File: src/rtl/ball_motion_controller.sv
// ============================================================================
// Module   : ball_motion_controller
// Purpose  : Pong ball stepper with wall/paddle bounces and miss reporting.
// Revision : 1.0 - initial release
// ============================================================================
`default_nettype none

module ball_motion_controller #(
    parameter int SCREEN_W   = 320,
    parameter int SCREEN_H   = 240,
    parameter int X_WIDTH    = 9,
    parameter int Y_WIDTH    = 8,
    parameter int BALL_SIZE  = 4,
    parameter int SPEED      = 2,
    parameter int PADDLE_H   = 32,
    parameter int PADDLE_W   = 4,
    parameter int PADDLE_L_X = 8,
    parameter int PADDLE_R_X = 308,
    parameter int HOLD_TICKS = 30
) (
    input  logic               clock,
    input  logic               reset,
    input  logic               tick,
    input  logic               start,
    input  logic [Y_WIDTH-1:0] paddleLeftY,
    input  logic [Y_WIDTH-1:0] paddleRightY,
    output logic [X_WIDTH-1:0] ballX,
    output logic [Y_WIDTH-1:0] ballY,
    output logic               running,
    output logic               missLeft,
    output logic               missRight
);

    localparam int c_XE = X_WIDTH + 1;
    localparam int c_YE = Y_WIDTH + 1;
    localparam int c_HW = (HOLD_TICKS > 1) ? $clog2(HOLD_TICKS) : 1;

    localparam logic [X_WIDTH-1:0] c_CX = X_WIDTH'((SCREEN_W - BALL_SIZE) / 2);
    localparam logic [Y_WIDTH-1:0] c_CY = Y_WIDTH'((SCREEN_H - BALL_SIZE) / 2);

    localparam logic [X_WIDTH:0] c_SPEED_X = c_XE'(SPEED);
    localparam logic [X_WIDTH:0] c_BALL_X  = c_XE'(BALL_SIZE);
    localparam logic [X_WIDTH:0] c_R_EDGE  = c_XE'(PADDLE_R_X);
    localparam logic [X_WIDTH:0] c_L_THR   = c_XE'(PADDLE_L_X + PADDLE_W + SPEED);
    localparam logic [X_WIDTH-1:0] c_R_STOP = X_WIDTH'(PADDLE_R_X - BALL_SIZE);
    localparam logic [X_WIDTH-1:0] c_L_STOP = X_WIDTH'(PADDLE_L_X + PADDLE_W);

    localparam logic [Y_WIDTH:0] c_SPEED_Y = c_YE'(SPEED);
    localparam logic [Y_WIDTH:0] c_BALL_Y  = c_YE'(BALL_SIZE);
    localparam logic [Y_WIDTH:0] c_PH_Y    = c_YE'(PADDLE_H);
    localparam logic [Y_WIDTH:0] c_Y_MAX   = c_YE'(SCREEN_H - BALL_SIZE);

    localparam logic [c_HW-1:0] c_HOLD_LAST = c_HW'(HOLD_TICKS - 1);

    typedef enum logic [1:0] {
        S_IDLE  = 2'd0,
        S_MOVE  = 2'd1,
        S_SCORE = 2'd2
    } state_t;

    state_t            r_state;
    logic              r_dirX;     // 1 = right
    logic              r_dirY;     // 1 = down
    logic              r_serve;    // 1 = next serve goes right
    logic [c_HW-1:0]   r_hold;

    logic [X_WIDTH:0]   w_x;
    logic [Y_WIDTH:0]   w_y;
    logic [Y_WIDTH:0]   w_ny;
    logic [X_WIDTH-1:0] w_nx;
    logic               w_ndx;
    logic               w_ndy;
    logic               w_hit_l;
    logic               w_hit_r;
    logic               w_miss_l;
    logic               w_miss_r;

    // Next-tick motion; the zero-extended copies keep compares free of wrap.
    always_comb begin
        w_x      = {1'b0, ballX};
        w_y      = {1'b0, ballY};
        w_ny     = w_y;
        w_ndy    = r_dirY;
        w_nx     = ballX;
        w_ndx    = r_dirX;
        w_miss_l = 1'b0;
        w_miss_r = 1'b0;

        if (r_dirY) begin
            if (w_y + c_SPEED_Y >= c_Y_MAX) begin
                w_ny  = c_Y_MAX;
                w_ndy = 1'b0;
            end else begin
                w_ny = w_y + c_SPEED_Y;
            end
        end else if (w_y < c_SPEED_Y) begin
            w_ny  = '0;
            w_ndy = 1'b1;
        end else begin
            w_ny = w_y - c_SPEED_Y;
        end

        w_hit_r = (w_ny + c_BALL_Y > {1'b0, paddleRightY}) &&
                  (w_ny < {1'b0, paddleRightY} + c_PH_Y);
        w_hit_l = (w_ny + c_BALL_Y > {1'b0, paddleLeftY}) &&
                  (w_ny < {1'b0, paddleLeftY} + c_PH_Y);

        if (r_dirX) begin
            if (w_x + c_SPEED_X + c_BALL_X >= c_R_EDGE) begin
                w_nx = c_R_STOP;
                if (w_hit_r) w_ndx    = 1'b0;
                else         w_miss_r = 1'b1;
            end else begin
                w_nx = X_WIDTH'(w_x + c_SPEED_X);
            end
        end else if (w_x <= c_L_THR) begin
            w_nx = c_L_STOP;
            if (w_hit_l) w_ndx    = 1'b1;
            else         w_miss_l = 1'b1;
        end else begin
            w_nx = X_WIDTH'(w_x - c_SPEED_X);
        end
    end

    always_ff @(posedge clock) begin
        if (!reset) begin
            r_state   <= S_IDLE;
            r_dirX    <= 1'b1;
            r_dirY    <= 1'b1;
            r_serve   <= 1'b1;
            r_hold    <= '0;
            ballX     <= c_CX;
            ballY     <= c_CY;
            running   <= 1'b0;
            missLeft  <= 1'b0;
            missRight <= 1'b0;
        end else begin
            missLeft  <= 1'b0;
            missRight <= 1'b0;
            case (r_state)
                S_IDLE: begin
                    ballX <= c_CX;
                    ballY <= c_CY;
                    if (start) begin
                        r_state <= S_MOVE;
                        running <= 1'b1;
                        r_dirX  <= r_serve;
                        r_serve <= ~r_serve;
                    end
                end
                S_MOVE: begin
                    if (tick) begin
                        ballX     <= w_nx;
                        ballY     <= Y_WIDTH'(w_ny);
                        r_dirX    <= w_ndx;
                        r_dirY    <= w_ndy;
                        missLeft  <= w_miss_l;
                        missRight <= w_miss_r;
                        if (w_miss_l || w_miss_r) begin
                            r_state <= S_SCORE;
                            running <= 1'b0;
                        end
                    end
                end
                S_SCORE: begin
                    if (tick) begin
                        if (r_hold == c_HOLD_LAST) begin
                            r_hold  <= '0;
                            ballX   <= c_CX;
                            ballY   <= c_CY;
                            r_state <= S_IDLE;
                        end else begin
                            r_hold <= r_hold + 1'b1;
                        end
                    end
                end
                default: begin
                    r_state <= S_IDLE;
                    running <= 1'b0;
                end
            endcase
        end
    end

endmodule

`default_nettype wire

File: config.mk
export PLATFORM = sky130hd
export DESIGN_NAME = ball_motion_controller
export DESIGN_NICKNAME = d
export VERILOG_FILES = /design/src/rtl/ball_motion_controller.sv
export SDC_FILE = /design/constraint.sdc
export NUM_CORES = 1
export LEC_CHECK = 0
export CAP_MARGIN = 20
export CORE_MARGIN = 2
export CORE_UTILIZATION = 25
export DETAILED_ROUTE_END_ITERATION = 8
export PLACE_DENSITY = 0.56
export RECOVER_POWER = 25
export SLEW_MARGIN = 30
export SYNTH_ARGS = -nofsm -noshare
export SYNTH_HDL_FRONTEND = slang
export SYNTH_SLANG_ARGS = --single-unit
File: constraint.sdc
create_clock -name clock -period 3.4 [get_ports clock]
set_input_delay 0.68 -clock clock [delete_from_list [all_inputs] [get_ports clock]]
set_output_delay 0.68 -clock clock [all_outputs]
set_load 0.05 [all_outputs]
## After elaboration in Yosys (flattened, before gate mapping)

Cells that the tools add are included.
Widths: inputs -> output; s select.

| operators by class | value |
|---|---|
| add/sub/neg operators | 9 |
| magnitude comparators | 8 |
| equal/unequal tests | 8 |
| multiplexer cells | 41 |
| bitwise gates (word level) | 2 |
| reductions and logical operators | 14 |

Operator list:

| cell | count |
|---|---|
| $mux 9 | 9 |
| $pmux 9 s3 | 1 |
| $mux 8 | 3 |
| $pmux 8 s3 | 1 |
| $add 8x6->9 const B | 2 |
| $gt 9x8->1 | 2 |
| $lt 9x9->1 | 2 |
| $mux 1 | 18 |
| $add 10x3->10 const B | 1 |
| $add 9x2->10 const B | 1 |
| $ge 10x9->1 const B | 1 |
| $mux 2 | 5 |
| $ne 2x2->1 const B | 5 |
| $add 8x2->9 const B | 1 |
| $add 9x3->9 const B | 1 |
| $ge 9x8->1 const B | 1 |
| $le 9x4->1 const B | 1 |
| $sub 8x2->9 const B | 1 |
| $sub 9x2->9 const B | 1 |
| $lt 8x2->1 const B | 1 |
| $reduce_and 4->1 | 2 |
| $pmux 2 s3 | 1 |
| $reduce_and 2->1 | 3 |
| $reduce_and 3->1 | 2 |
| 14 further kinds | 16 |

| word-level totals | value |
|---|---|
| bits in registers | 30 |
| input port bits | 20 |
| output and inout port bits | 20 |
| logic and storage cells | 92 |

## Depth between registers and ports, before layout

Gate-level depths: netlist of the first run.

| depth | value |
|---|---|
| depth in word-level cells | 14 |
| gate-level depth with buffers | 19 |
| gate-level depth less buffers | 19 |

## Least setup slack after synthesis of the first run

Ideal clock, no wire load.

| path | value |
|---|---|
| path kind | register to register |
| from | reg ballY[1] |
| to | reg r_dirX |
| library setup time | 0.122 ns |
| arrival time | 4.064 ns |
| required time | 3.278 ns |
| slack | -0.786 ns |
| stages on the path, launching flop included | 18 |
| buffers on the path | 1 |
| period minus slack after synthesis | 4.186 ns |
| path through | dfxtp_1 -> ha_1 -> buf_4 -> a21boi_2 -> nand4_1 -> and2_1 -> a32o_1 -> a31oi_2 -> ha_1 -> nand3_1 -> xnor2_1 -> ha_1 -> a21oi_1 -> nor2b_1 -> o311a_1 -> o21bai_1 -> a31oi_2 -> a311o_1 |

| between the ends | value |
|---|---|
| word-level cells in the longest chain between the ends | 12 |
| elaborated cells between the ends (all ways) | 21 |
| classes of those cells | 3 x add/sub; 6 x order compare; 10 x mux; 2 x reduce/logical |

Ends and longest elaborated chain:

| item | RTL line | RTL |
|---|---|---|
| from (decl) | 28 | `output logic [Y_WIDTH-1:0] ballY,` |
| from (signal assigned) | 133 | `ballY <= c_CY;` |
| from (signal assigned) | 143 | `ballY <= c_CY;` |
| from (signal assigned) | 154 | `ballY <= Y_WIDTH'(w_ny);` |
| $add 8x2->9 | 90, 94 |  |
| $ge 9x8->1 | 90 | `if (w_y + c_SPEED_Y >= c_Y_MAX) begin` |
| $mux 9 | 90 |  |
| $mux 9 (*) | 89 | `if (r_dirY) begin` |
| $add 9x3->9 | 103, 105 |  |
| $gt 9x8->1 (on tied branches) | 105, 103 |  |
| $logic_and 1x1->1 (on tied branches) | 105, 103 |  |
| $mux 1 (on tied branches) | 118, 111 |  |
| $mux 1 (on tied branches) | 116, 109 |  |
| $mux 1 (*) | 108 | `if (r_dirX) begin` |
| $mux 1 (*) | 152 | `if (tick) begin` |
| $pmux 1 s2 (*) | 140 | `case (r_state)` |
| to (signal assigned) | 147 | `r_dirX <= r_serve;` |
| to (signal assigned) | 155 | `r_dirX <= w_ndx;` |
| to (decl) | 62 | `logic r_dirX;` |

Mark *: on every way between the ends. The rest lies on a longest branch, timed or not. The select of a mux whose other input is x is not followed.
A chain may end at the register's enable or synchronous reset.

## Final worst setup path of the first run

Same ends and word-level chain as after synthesis.

==> flow_summary_export.csv, run 1 <==
group,metric,value,unit
run_status,status,"finished, violations left",
run_status,failed_checks,"negative setup slack",
yosys,synth_top_family_by_area,"compound AO/OA/AOI/OAI gates",
clock_tree,cts_hold_buffers,0,
worst_setup_path,r2r_cells,17,
worst_setup_path,crit_slowest_cell,"dfxtp_4",
sta,fin_skew,0.00341,ns
global_route,grt_pass1_wl,14.9,mm
route,wl_per_cell,14.6,µm
yosys,ys_seq_area_share,19.4,%
clock_tree,cts_sinks,29,
yosys,synth_edf_count,0,
yosys,synth_seq_cells,29,
sta,timing.fmax,266,MHz
clock_tree,cts_tree,"yes",
floorplanning,pin_count,40,
place,place_congestion,0.895,
route,antenna_left,0,
worst_setup_path,r2r_setup_slack,-0.36,ns
route,vias,3107,
worst_setup_path,crit_path_end,"r_dirX$_SDFFE_PN1P_",
sta,fin_ws,-0.361,ns
clock_tree,htree_levels,2,
floorplanning,start_util,25.9,%
sta,period_share,111,%
route,wirelength,9.00,mm
worst_setup_path,r2r-start,"ballY[1]$_SDFFE_PN1P_",
worst_setup_path,start_kind,"flop",
yosys,async_flop_share,0,%
worst_setup_path,crit_cells,17,
worst_setup_path,cp_cell_sequence,"inv_4 -> ha_4 -> nand3b_1 -> o211ai_1 -> o21ai_1 -> a32o_2 -> a31oi_4 -> ha_4 -> nand3_4 -> xnor2_2 -> ha_1 -> a21oi_2 -> nor2b_1 -> o311a_1 -> o21bai_2 -> a31oi_4 -> a311o_1",
floorplanning,dieHeight,113,µm
floorplanning,dieArea,0.0128,mm²
floorplanning,row_count,39,
yosys,synth_cell_types,67,
route,dr.first_iter.drc_count,238,
pwr,peakVddDrop,0.186,mV
global_route,grt_max_degree,17,
finish,finalNetCount,532,
yosys,synthTopCellsByArea,"dfxtp_1 19%, ha_1 16%, inv_1 4.3%",
place,io_buffer_count,38,
worst_setup_path,crit_buf_inv,1,
worst_setup_path,crit_arrival,3.92,ns
yosys,synth_flop_cell,"dfxtp_1",
sta,worst-slew-pin-transition,0.768,ns
sta,setup_viol,6,
place,placed_area,0.00391,mm²
yosys,yosys.area_share.simple,24.6,%
worst_setup_path,worst_ep_required_time,3.56,ns
worst_setup_path,crit_family,"compound AO/OA/AOI/OAI gates",
yosys,netlist_area,0.00299,mm²
global_route,overflow,0,
yosys,syn-num-nets,450,
pwr,power,0.00131,W
pwr,leakagePower,1.81,nW
yosys,yosys_warnings,0,
clock_tree,cts.clk_slew.worst_paths,0.05,ns
sta,rsz0062_at_grt,"true",
yosys,synth_compound_area_share,25.1,%
yosys,synthMuxAreaShare,1.05,%
min_path,hold_class,"reg -> reg",
global_route,grt_pass1_vias,3010,
clock_tree,numCtsBuffers,5,
place,place_hpwl,6.96,mm
clock_tree,clock_latency,0.27,ns
worst_setup_path,worstSetupPathType,"reg -> reg",
clock_tree,clockRootBuffer,"clkbuf_16",
pwr,p_per_area,308,mW/mm²
yosys,avgSynthCellArea,7.64,µm²
worst_setup_path,rr_endpoint,"r_dirX$_SDFFE_PN1P_",
finish,stdcell_area,0.00427,mm²
worst_setup_path,cp-end-kind,"flop",
sta,timing.final.hold_violations,0,
yosys,postSynthCellCount,391,
run,drv_cap,0,
route,drcViolationCount,0,
yosys,yosys.area_share.adder,16.3,%
sta,drv_slew,0,
yosys,synthDominantCellAreaShare,19.4,%
worst_setup_path,path_max_fanout,5,
floorplanning,die_w,113,µm
worst_setup_path,cpPeakStageDelay,0.37,ns
route,via_per_inst,5.04,
sta,fin_crit,3.76,ns
global_route,grt_use_total,14.2,%
yosys,synth.largest_area_cell,"dfxtp_1",
finish,n_antenna_cell,0,
sta,maxSlewHeadroom,48.8,%
worst_setup_path,crit_start,"ballY[1]$_SDFFE_PN1P_",
finish,drive_gt1_share,22.8,%
floorplanning,core_area,0.0115,mm²
finish,fin_util,37.0,%
yosys,synth_xor_xnor_area_share,4.99,%
route,first_pass_iters,5,
global_route,antenna_found_initial,0,
finish,area_growth_syn_to_layout,42.9,%
clock_tree,clockBufferDepth,2,
[flip-flops by register name (all words and copies together) (netlist names)]
signal / cells
r_hold: 5
r_dirY: 1
r_serve: 1
r_dirX: 1
missLeft: 1
missRight: 1
ballX: 8
ballY: 8
running: 1
r_state: 2
[cells by family after synthesis]
family / Yosys count
DFF: 29
muxes: 3
xor gates and xnor gates: 17
and+or+nand+nor: 138
adders and majority gates: 39
AOI/OAI and AO/OA: 107
buffers and inverters: 57
other: 1
[stage by stage]
step / worst slack, ns / hold slack, ns / TNS [ns] / cells
3_3_place_gp: -0.228 / 0.496 / -0.839 / 598
6_report: -0.361 / 0.498 / -1.56 / 617
3_5_place_dp: -0.328 / 0.502 / -1.47 / 598
5_1_grt: -0.474 / 0.532 / -2.41 / 617
4_1_cts: -0.165 / 0.514 / -0.580 / 613
2_1_floorplan: -0.187 / 0.479 / -0.557 / 391
[how the worst min path moves through the flow]
stage | slack [ns] | cells past startpoint | endpoint | startpoint
4_1_cts | 0.51 | 1 | ballY[0]$_SDFFE_PN0P_ | ballY[0]$_SDFFE_PN0P_
5_1_grt | 0.53 | 1 | ballY[0]$_SDFFE_PN0P_ | ballY[0]$_SDFFE_PN0P_
3_5_place_dp | 0.50 | 1 | ballY[0]$_SDFFE_PN0P_ | ballY[0]$_SDFFE_PN0P_
6_report | 0.50 | 1 | ballY[0]$_SDFFE_PN0P_ | ballY[0]$_SDFFE_PN0P_
3_3_place_gp | 0.50 | 2 | r_hold[4]$_SDFFE_PN0P_ | r_hold[4]$_SDFFE_PN0P_
2_1_floorplan | 0.48 | 2 | r_hold[4]$_SDFFE_PN0P_ | r_hold[4]$_SDFFE_PN0P_
[worst reg2reg max path: cells and delay by family, from the launching register on]
kind / cells / cell delay [ns]
compound gates: 9 / 2.03
xor+xnor: 1 / 0.17
fa+ha+maj: 3 / 0.78
buf+inv: 1 / 0.05
flops: 1 / 0.37
simple gates: 3 / 0.23
[layer usage]
layer  GRT usage [%]  up-vias  share of wire [%]
met5               0        -                  0
met4            3.09        0               0.77
met3            2.41        6                4.2
met2            24.4       68                 49
met1            18.6     1463                 46
li1                -     1570                  -
[cell type report]
class | count | area, µm²
sequential | 29 | 599
multi-input combinational | 305 | 2360
timing repair buffer | 96 | 845
clock buffer | 6 | 129
inverter | 36 | 140
fill | 1224 | 7250
tap | 143 | 179
clock inverter | 2 | 10.0
[timing repair]
action	CTS	global route
resized for setup	13	7
cloned	0	0
setup buffers	7	4
setup endpoints to repair	6	6
pin swaps	15	15
[cell usage after synthesis, types with 3 or more instances]
master,n
or4_1,3
a22oi_1,4
nand4_1,7
nor3_1,8
xor2_1,7
o21ai_0,25
a31oi_2,3
buf_2,4
a21oi_1,22
nand2b_1,6
nand3b_1,4
o22a_1,3
and2_1,8
clkbuf_1,10
xnor2_1,10
and3_1,4
nand2_1,34
a21o_1,3
nor2_1,25
o211ai_1,4
nor2b_1,8
buf_4,4
dfxtp_1,29
inv_1,34
nand3_1,19
a31oi_1,8
ha_1,39
o21ai_1,3
o22ai_1,4
[power by group]
group	internal [W]	switching (W)	total, W
combinational	0.000251	0.000269	0.000520
sequential	0.000352	0.0000265	0.000379
clock	0.000268	0.000148	0.000416
total	0.000871	0.000443	0.00131
[layout by cell type (no fill, tap or decap), types with 7 or more instances in the layout]
cell             synthesis  final
nand2_1                 34     34
nand4_1                  7      7
ha_1                    39     34
nor2_1                  25     25
nor2b_1                  8      8
o21ai_0                 25     24
inv_1                   34     33
nor3_1                   8      7
xor2_1                   7      7
a21oi_1                 22     20
nand3_1                 19     18
clkdlybuf4s50_1          0     33
a31oi_1                  8      7
xnor2_1                 10      8
buf_4                    4     55
dfxtp_1                 29     22
Power figures use the tool's default switching activity.
==> run 2, diff against run 1 <==
--- a/config.mk
+++ b/config.mk
@@ -9,7 +9,7 @@
 export CORE_MARGIN = 2
 export CORE_UTILIZATION = 25
 export DETAILED_ROUTE_END_ITERATION = 8
-export PLACE_DENSITY = 0.56
+export PLACE_DENSITY_LB_ADDON = 0.3
 export RECOVER_POWER = 25
 export SLEW_MARGIN = 30
 export SYNTH_ARGS = -nofsm -noshare
==> run 2 against run 1 <==
The flow still finishes with violations (negative setup slack). Largest cell class unchanged. Register-to-register slack better by 0.20 ns. Non-clock buffer count down 9. Critical path type unchanged. Fmax up 5.6%. Count of clock-buffer cells in the layout unchanged.
==> flow_summary_export.csv, run 2 (synthesized netlist as in run 1, its figures left out) <==
group,metric,value,unit
clock_tree,numCtsBuffers,5,
pwr,peakVddDrop,0.202,mV
sta,drv_slew,0,
worst_setup_path,r2r_setup_slack,-0.16,ns
clock_tree,cts_sinks,29,
sta,maxSlewHeadroom,66.2,%
sta,fin_crit,3.56,ns
worst_setup_path,worst_ep_required_time,3.56,ns
global_route,grt_pass1_vias,2964,
clock_tree,cts.clk_slew.worst_paths,0.05,ns
route,wirelength,8.90,mm
worst_setup_path,cp-end-kind,"flop",
global_route,grt_util_met1,19.7,%
clock_tree,clock_latency,0.27,ns
clock_tree,htree_levels,2,
route,antenna_left,0,
route,first_pass_iters,5,
floorplanning,core_area,0.0115,mm²
finish,final_cell_mix,"47 x buf_4, 36 x ha_1, 36 x clkdlybuf4s50_1, 34 x nand2_1, 33 x inv_1",
finish,area_growth_syn_to_layout,38.1,%
sta,worst-slew-pin-transition,0.505,ns
global_route,grt_max_degree,17,
sta,timing.final.hold_violations,0,
floorplanning,row_count,39,
route,dr.first_iter.drc_count,145,
worst_setup_path,r2r-start,"ballY[1]$_SDFFE_PN1P_",
sta,fin_ws,-0.161,ns
global_route,met2_usage,23.3,%
clock_tree,cts_hold_buffers,0,
run_status,failed_checks,"negative setup slack",
finish,layout_commonest_cell,"buf_4",
pwr,power,0.00135,W
sta,fin_skew,0.00434,ns
worst_setup_path,start_kind,"flop",
worst_setup_path,path_max_fanout,5,
route,drcViolationCount,0,
route,vias,3080,
min_path,hp-start,"ballY[0]$_SDFFE_PN0P_",
run_status,status,"finished, violations left",
min_path,hold_class,"reg -> reg",
global_route,overflow,0,
worst_setup_path,crit_family,"compound AO/OA/AOI/OAI gates",
clock_tree,clockBufferDepth,2,
global_route,grt_use_total,14.1,%
global_route,grt_pass1_wl,14.7,mm
floorplanning,start_util,25.9,%
place,place_hpwl,7.10,mm
sta,finalSetupTns,-0.583,ns
pwr,leakagePower,1.75,nW
clock_tree,clockRootBuffer,"clkbuf_16",
place,io_buffer_count,38,
worst_setup_path,worstSetupPathType,"reg -> reg",
floorplanning,pin_count,40,
finish,finalNetCount,523,
finish,drive_gt1_share,20.0,%
worst_setup_path,crit_arrival,3.72,ns
min_path,whs_path_depth,1,
worst_setup_path,rr_endpoint,"r_dirX$_SDFFE_PN1P_",
worst_setup_path,cp_cell_sequence,"ha_4 -> a21boi_4 -> nand4_1 -> and2_4 -> a32o_2 -> a31oi_4 -> ha_4 -> nand3_2 -> xnor2_2 -> ha_1 -> a21oi_2 -> nor2b_1 -> o311a_1 -> o21bai_1 -> a31oi_2 -> a311o_1",
finish,reg_top3,"ballX (8), ballY (8), r_hold (5)",
sta,period_share,105,%
clock_tree,cts_tree,"yes",
min_path,hold_end,"ballY[0]$_SDFFE_PN0P_",
worst_setup_path,r2r_cells,16,
global_route,gr-max-usage-layer,"met2",
route,via_per_inst,5.07,
floorplanning,die_w,113,µm
worst_setup_path,crit_slowest_cell,"dfxtp_4",
sta,rsz0062_at_grt,"true",
sta,timing.fmax,281,MHz
floorplanning,dieHeight,113,µm
run,drv_cap,0,
worst_setup_path,cpPeakStageDelay,0.37,ns
pwr,p_per_area,327,mW/mm²
route,wl_per_cell,14.6,µm
sta,setup_viol,5,
finish,n_antenna_cell,0,
global_route,use_met3,2.25,%
worst_setup_path,crit_buf_inv,0,
global_route,antenna_found_initial,0,
place,place_congestion,0.889,
finish,fin_util,35.8,%
floorplanning,dieArea,0.0128,mm²
worst_setup_path,cp_common_cell,"ha_4",
==> run 2: changes by cell type in the layout (fill, tap and decap cells not counted), sizes merged <==
cell / before / now
buf: 58 / 49
dlygate4sd3: 5 / 2
clkinv: 2 / 1
clkdlybuf4s50: 33 / 36
bufinv: 0 / 1
==> run 2: final cells by class <==
| class | count | area (µm²) |
|---|---|---|
| Fill cell | 1215 | 7390 |
| Multi-Input combinational cell | 305 | 2270 |
| Timing Repair Buffer | 87 | 773 |
| Sequential cell | 29 | 599 |
| Tap cell | 143 | 179 |
| Inverter | 36 | 135 |
| Clock buffer | 6 | 129 |
| Clock inverter | 2 | 33.8 |
==> run 2: per-stage QoR <==
step | cell area, µm² | cells | worst slack, ns | hold slack [ns]
after global placement | 3870 | 592 | -0.209 | 0.495
after floorplan | 3090 | 391 | -0.187 | 0.479
after detailed placement | 3870 | 592 | -0.301 | 0.505
after global routing | 4120 | 608 | -0.355 | 0.524
after CTS | 4110 | 606 | -0.136 | 0.514
final | 4120 | 608 | -0.161 | 0.502
==> run 2: timing repair <==
| item | CTS | global route |
|---|---|---|
| gates resized for setup | 5 | 2 |
| endpoints found under the setup margin | 6 | 6 |
| setup buffers | 6 | 2 |
| pin swaps | 18 | 8 |
==> run 2: worst max-delay path by stage <==
stage | depth (start not counted) | slack (ns) | startpoint | endpoint
6_report | 16 | -0.16 | ballY[1]$_SDFFE_PN1P_ | r_dirX$_SDFFE_PN1P_
5_1_grt | 16 | -0.36 | ballY[1]$_SDFFE_PN1P_ | running$_SDFFE_PN0P_
4_1_cts | 16 | -0.14 | ballY[1]$_SDFFE_PN1P_ | r_dirX$_SDFFE_PN1P_
3_5_place_dp | 17 | -0.30 | ballY[2]$_SDFFE_PN1P_ | r_state[0]$_SDFFE_PN0P_
3_3_place_gp | 16 | -0.21 | ballY[2]$_SDFFE_PN1P_ | running$_SDFFE_PN0P_
2_1_floorplan | 17 | -0.19 | ballY[2]$_SDFFE_PN1P_ | r_dirX$_SDFFE_PN1P_
==> run 2: power breakdown <==
group	leakage (nW)	switching, W	internal [W]	total [W]
sequential	0.236	0.0000262	0.000352	0.000378
combinational	1.44	0.000250	0.000225	0.000475
clock	0.0785	0.000152	0.000343	0.000495
==> run 2: layer usage <==
metal | vias up | wire length, µm
li1 | 1556 | -
met1 | 1461 | 4390
met2 | 58 | 4180
met3 | 5 | 267
met4 | 0 | 59
met5 | - | 0
==> run 3, diff against run 2 <==
--- a/config.mk
+++ b/config.mk
@@ -7,8 +7,9 @@
 export LEC_CHECK = 0
 export CAP_MARGIN = 20
 export CORE_MARGIN = 2
-export CORE_UTILIZATION = 25
+export CORE_UTILIZATION = 51
 export DETAILED_ROUTE_END_ITERATION = 8
+export HOLD_SLACK_MARGIN = 0.12
 export PLACE_DENSITY_LB_ADDON = 0.3
 export RECOVER_POWER = 25
 export SLEW_MARGIN = 30
==> run 3 against run 2 <==
The flow still finishes with violations (negative setup slack). Critical path depth grew 1. Sequential share of layout area increased by 0.76 points. Total power decreased by 17%. Die area fell by 49%. Critical endpoint is now running$_SDFFE_PN0P_.
==> flow_summary_export.csv, run 3 (synthesized netlist as in run 1, its figures left out) <==
group,metric,value,unit
floorplanning,pin_count,40,
clock_tree,cts_tree,"yes",
worst_setup_path,r2r-start,"ballY[2]$_SDFFE_PN1P_",
pwr,leakagePower,1.68,nW
sta,timing.fmax,282,MHz
floorplanning,start_util,53.6,%
place,pre_cts_ws,-0.211,ns
clock_tree,htree_levels,2,
finish,regArea,599,µm²
run_status,status,"finished, violations left",
finish,final_cell_mix,"41 x buf_4, 36 x ha_1, 36 x clkdlybuf4s50_1, 34 x nand2_1, 33 x inv_1",
sta,rsz0062_at_grt,"true",
clock_tree,numCtsBuffers,5,
sta,setup_viol,5,
global_route,antenna_found_initial,0,
worst_setup_path,worst_ep_required_time,3.55,ns
pwr,comb_power_share,42.2,%
finish,area_growth_syn_to_layout,31.3,%
clock_tree,clockRootBuffer,"clkbuf_8",
pwr,swShare,36.3,%
min_path,hold_end,"ballY[0]$_SDFFE_PN0P_",
pwr,pwr-share-clk,24.1,%
floorplanning,dieArea,0.00648,mm²
worst_setup_path,rr_endpoint,"running$_SDFFE_PN0P_",
sta,worst-slew-pin-transition,0.755,ns
worst_setup_path,r2r_setup_slack,-0.15,ns
worst_setup_path,crit_cells,17,
finish,fillers,451,
worst_setup_path,cpPeakStageDelay,0.37,ns
worst_setup_path,r2r_cells,17,
place,io_buffer_count,38,
sta,fin_ws,-0.152,ns
worst_setup_path,crit_family,"compound AO/OA/AOI/OAI gates",
finish,fin_util,70.3,%
pwr,p_per_area,287,mW/mm²
sta,timing.final.hold_violations,0,
run,drv_cap,0,
finish,layout_commonest_cell,"buf_4",
route,dr.first_iter.drc_count,228,
global_route,grt_pass1_wl,13.4,mm
sta,fin_crit,3.55,ns
min_path,whs_path_depth,1,
route,wirelength,8.02,mm
global_route,grt_use_total,25.9,%
run_status,failed_checks,"negative setup slack",
sta,fin_skew,0.00871,ns
clock_tree,cts_sinks,29,
worst_setup_path,start_kind,"flop",
place,place_congestion,0.947,
worst_setup_path,path_max_fanout,5,
route,antenna_left,0,
sta,drv_slew,0,
finish,n_antenna_cell,0,
pwr,power_frac_seq,33.6,%
sta,maxSlewHeadroom,49.7,%
global_route,grt_max_degree,17,
floorplanning,die_w,80.5,µm
place,place_hpwl,6.32,mm
pwr,internal-power,0.000717,W
worst_setup_path,cp_cell_sequence,"inv_2 -> ha_4 -> nand3b_1 -> o211ai_1 -> o21ai_1 -> a32o_2 -> a31oi_4 -> and2_4 -> nand4_1 -> xnor2_2 -> ha_1 -> a2111oi_2 -> a31oi_1 -> nand2_1 -> a31oi_4 -> o22ai_2 -> a31oi_1",
min_path,hold_class,"reg -> reg",
worst_setup_path,worstSetupPathType,"reg -> reg",
pwr,p_sw,0.000408,W
worst_setup_path,crit_slowest_cell,"dfxtp_4",
clock_tree,cts_hold_buffers,0,
worst_setup_path,crit_buf_inv,1,
clock_tree,clockBufferDepth,2,
global_route,grt_pass1_vias,2879,
worst_setup_path,cp-end-kind,"flop",
floorplanning,row_count,27,
min_path,hp-start,"ballY[0]$_SDFFE_PN0P_",
global_route,overflow,0,
floorplanning,core_area,0.00557,mm²
route,drcViolationCount,0,
finish,finalNetCount,516,
finish,reg_top3,"ballX (8), ballY (8), r_hold (5)",
route,vias,3108,
floorplanning,dieHeight,80.5,µm
sta,period_share,104,%
route,via_per_inst,5.86,
route,first_pass_iters,5,
clock_tree,clock_latency,0.28,ns
pwr,peakVddDrop,0.274,mV
worst_setup_path,crit_arrival,3.71,ns
finish,multi_input_area,0.00230,mm²
route,wl_per_cell,15.1,µm
finish,drive_gt1_share,19.4,%
clock_tree,cts.clk_slew.worst_paths,0.07,ns
-- run 3: cell count changes in the layout (fill, tap and decap cells not counted), moves of 2 or more --
cell	previous run	this run
clkbuf_16	5	0
buf_4	47	41
nor3_1	8	6
clkbuf_8	0	5
-- run 3: worst register-to-register path, delay by kind of cell, from the launching register on --
kind	cells	cell delay, ns
compound gates	9	1.66
fa+ha+maj	2	0.60
simple gates	4	0.53
flops	1	0.37
xor+xnor	1	0.20
buf+inv	1	0.05
-- run 3: area by class of cell --
cell class	instances	share of cell area, %
multi-input combinational	305	58.8
clock buffer	7	1.95
sequential	29	15.3
clock inverter	1	0.128
tap	72	2.30
timing repair buffer	80	18.1
inverter	36	3.45
-- run 3: what timing repair did --
action / in CTS / in global routing
pin swaps: 16 / 5
endpoints found under the setup margin: 6 / 6
setup buffers: 1 / 1
gates resized for setup: 7 / 6
-- run 3: how the worst max path moves through the flow --
stage                                startpoint                       to
final                     ballY[2]$_SDFFE_PN1P_     running$_SDFFE_PN0P_
after detailed placement  ballY[2]$_SDFFE_PN1P_      r_dirX$_SDFFE_PN1P_
after floorplan           ballY[2]$_SDFFE_PN1P_      r_dirX$_SDFFE_PN1P_
after global routing      ballY[2]$_SDFFE_PN1P_      r_dirX$_SDFFE_PN1P_
after global placement    ballY[2]$_SDFFE_PN1P_  r_state[1]$_SDFFE_PN0P_
after CTS                 ballY[1]$_SDFFE_PN1P_      r_dirX$_SDFFE_PN1P_
-- run 3: power groups by stage --
stage / Combinational, W / Clock, W / Sequential [W]
2_1_floorplan: 0.000276 / 0 / 0.000406
3_3_place_gp: 0.000429 / 0 / 0.000383
3_5_place_dp: 0.000442 / 0 / 0.000384
5_1_grt: 0.000524 / 0.000290 / 0.000380
6_report: 0.000475 / 0.000271 / 0.000378
4_1_cts: 0.000459 / 0.000272 / 0.000377
-- run 3: layer usage --
layer / up-vias / GRT usage [%] / wire length, µm
li1: 1535 / - / -
met1: 1433 / 35.3 / 3650
met2: 127 / 42.4 / 3790
met3: 13 / 3.93 / 468
met4: 0 / 6.78 / 102
met5: - / 0 / 0
-- run 3: through the flow --
step	area [µm²]	total power (W)	instances	hold slack, ns	setup TNS [ns]
floorplan	3090	0.000682	391	0.479	-0.557
global placement	3760	0.000812	520	0.475	-0.441
detailed placement	3760	0.000827	520	0.490	-0.946
CTS	3880	0.00111	529	0.502	-0.576
global route	3920	0.00119	530	0.517	-1.76
finish	3920	0.00112	530	0.505	-0.626
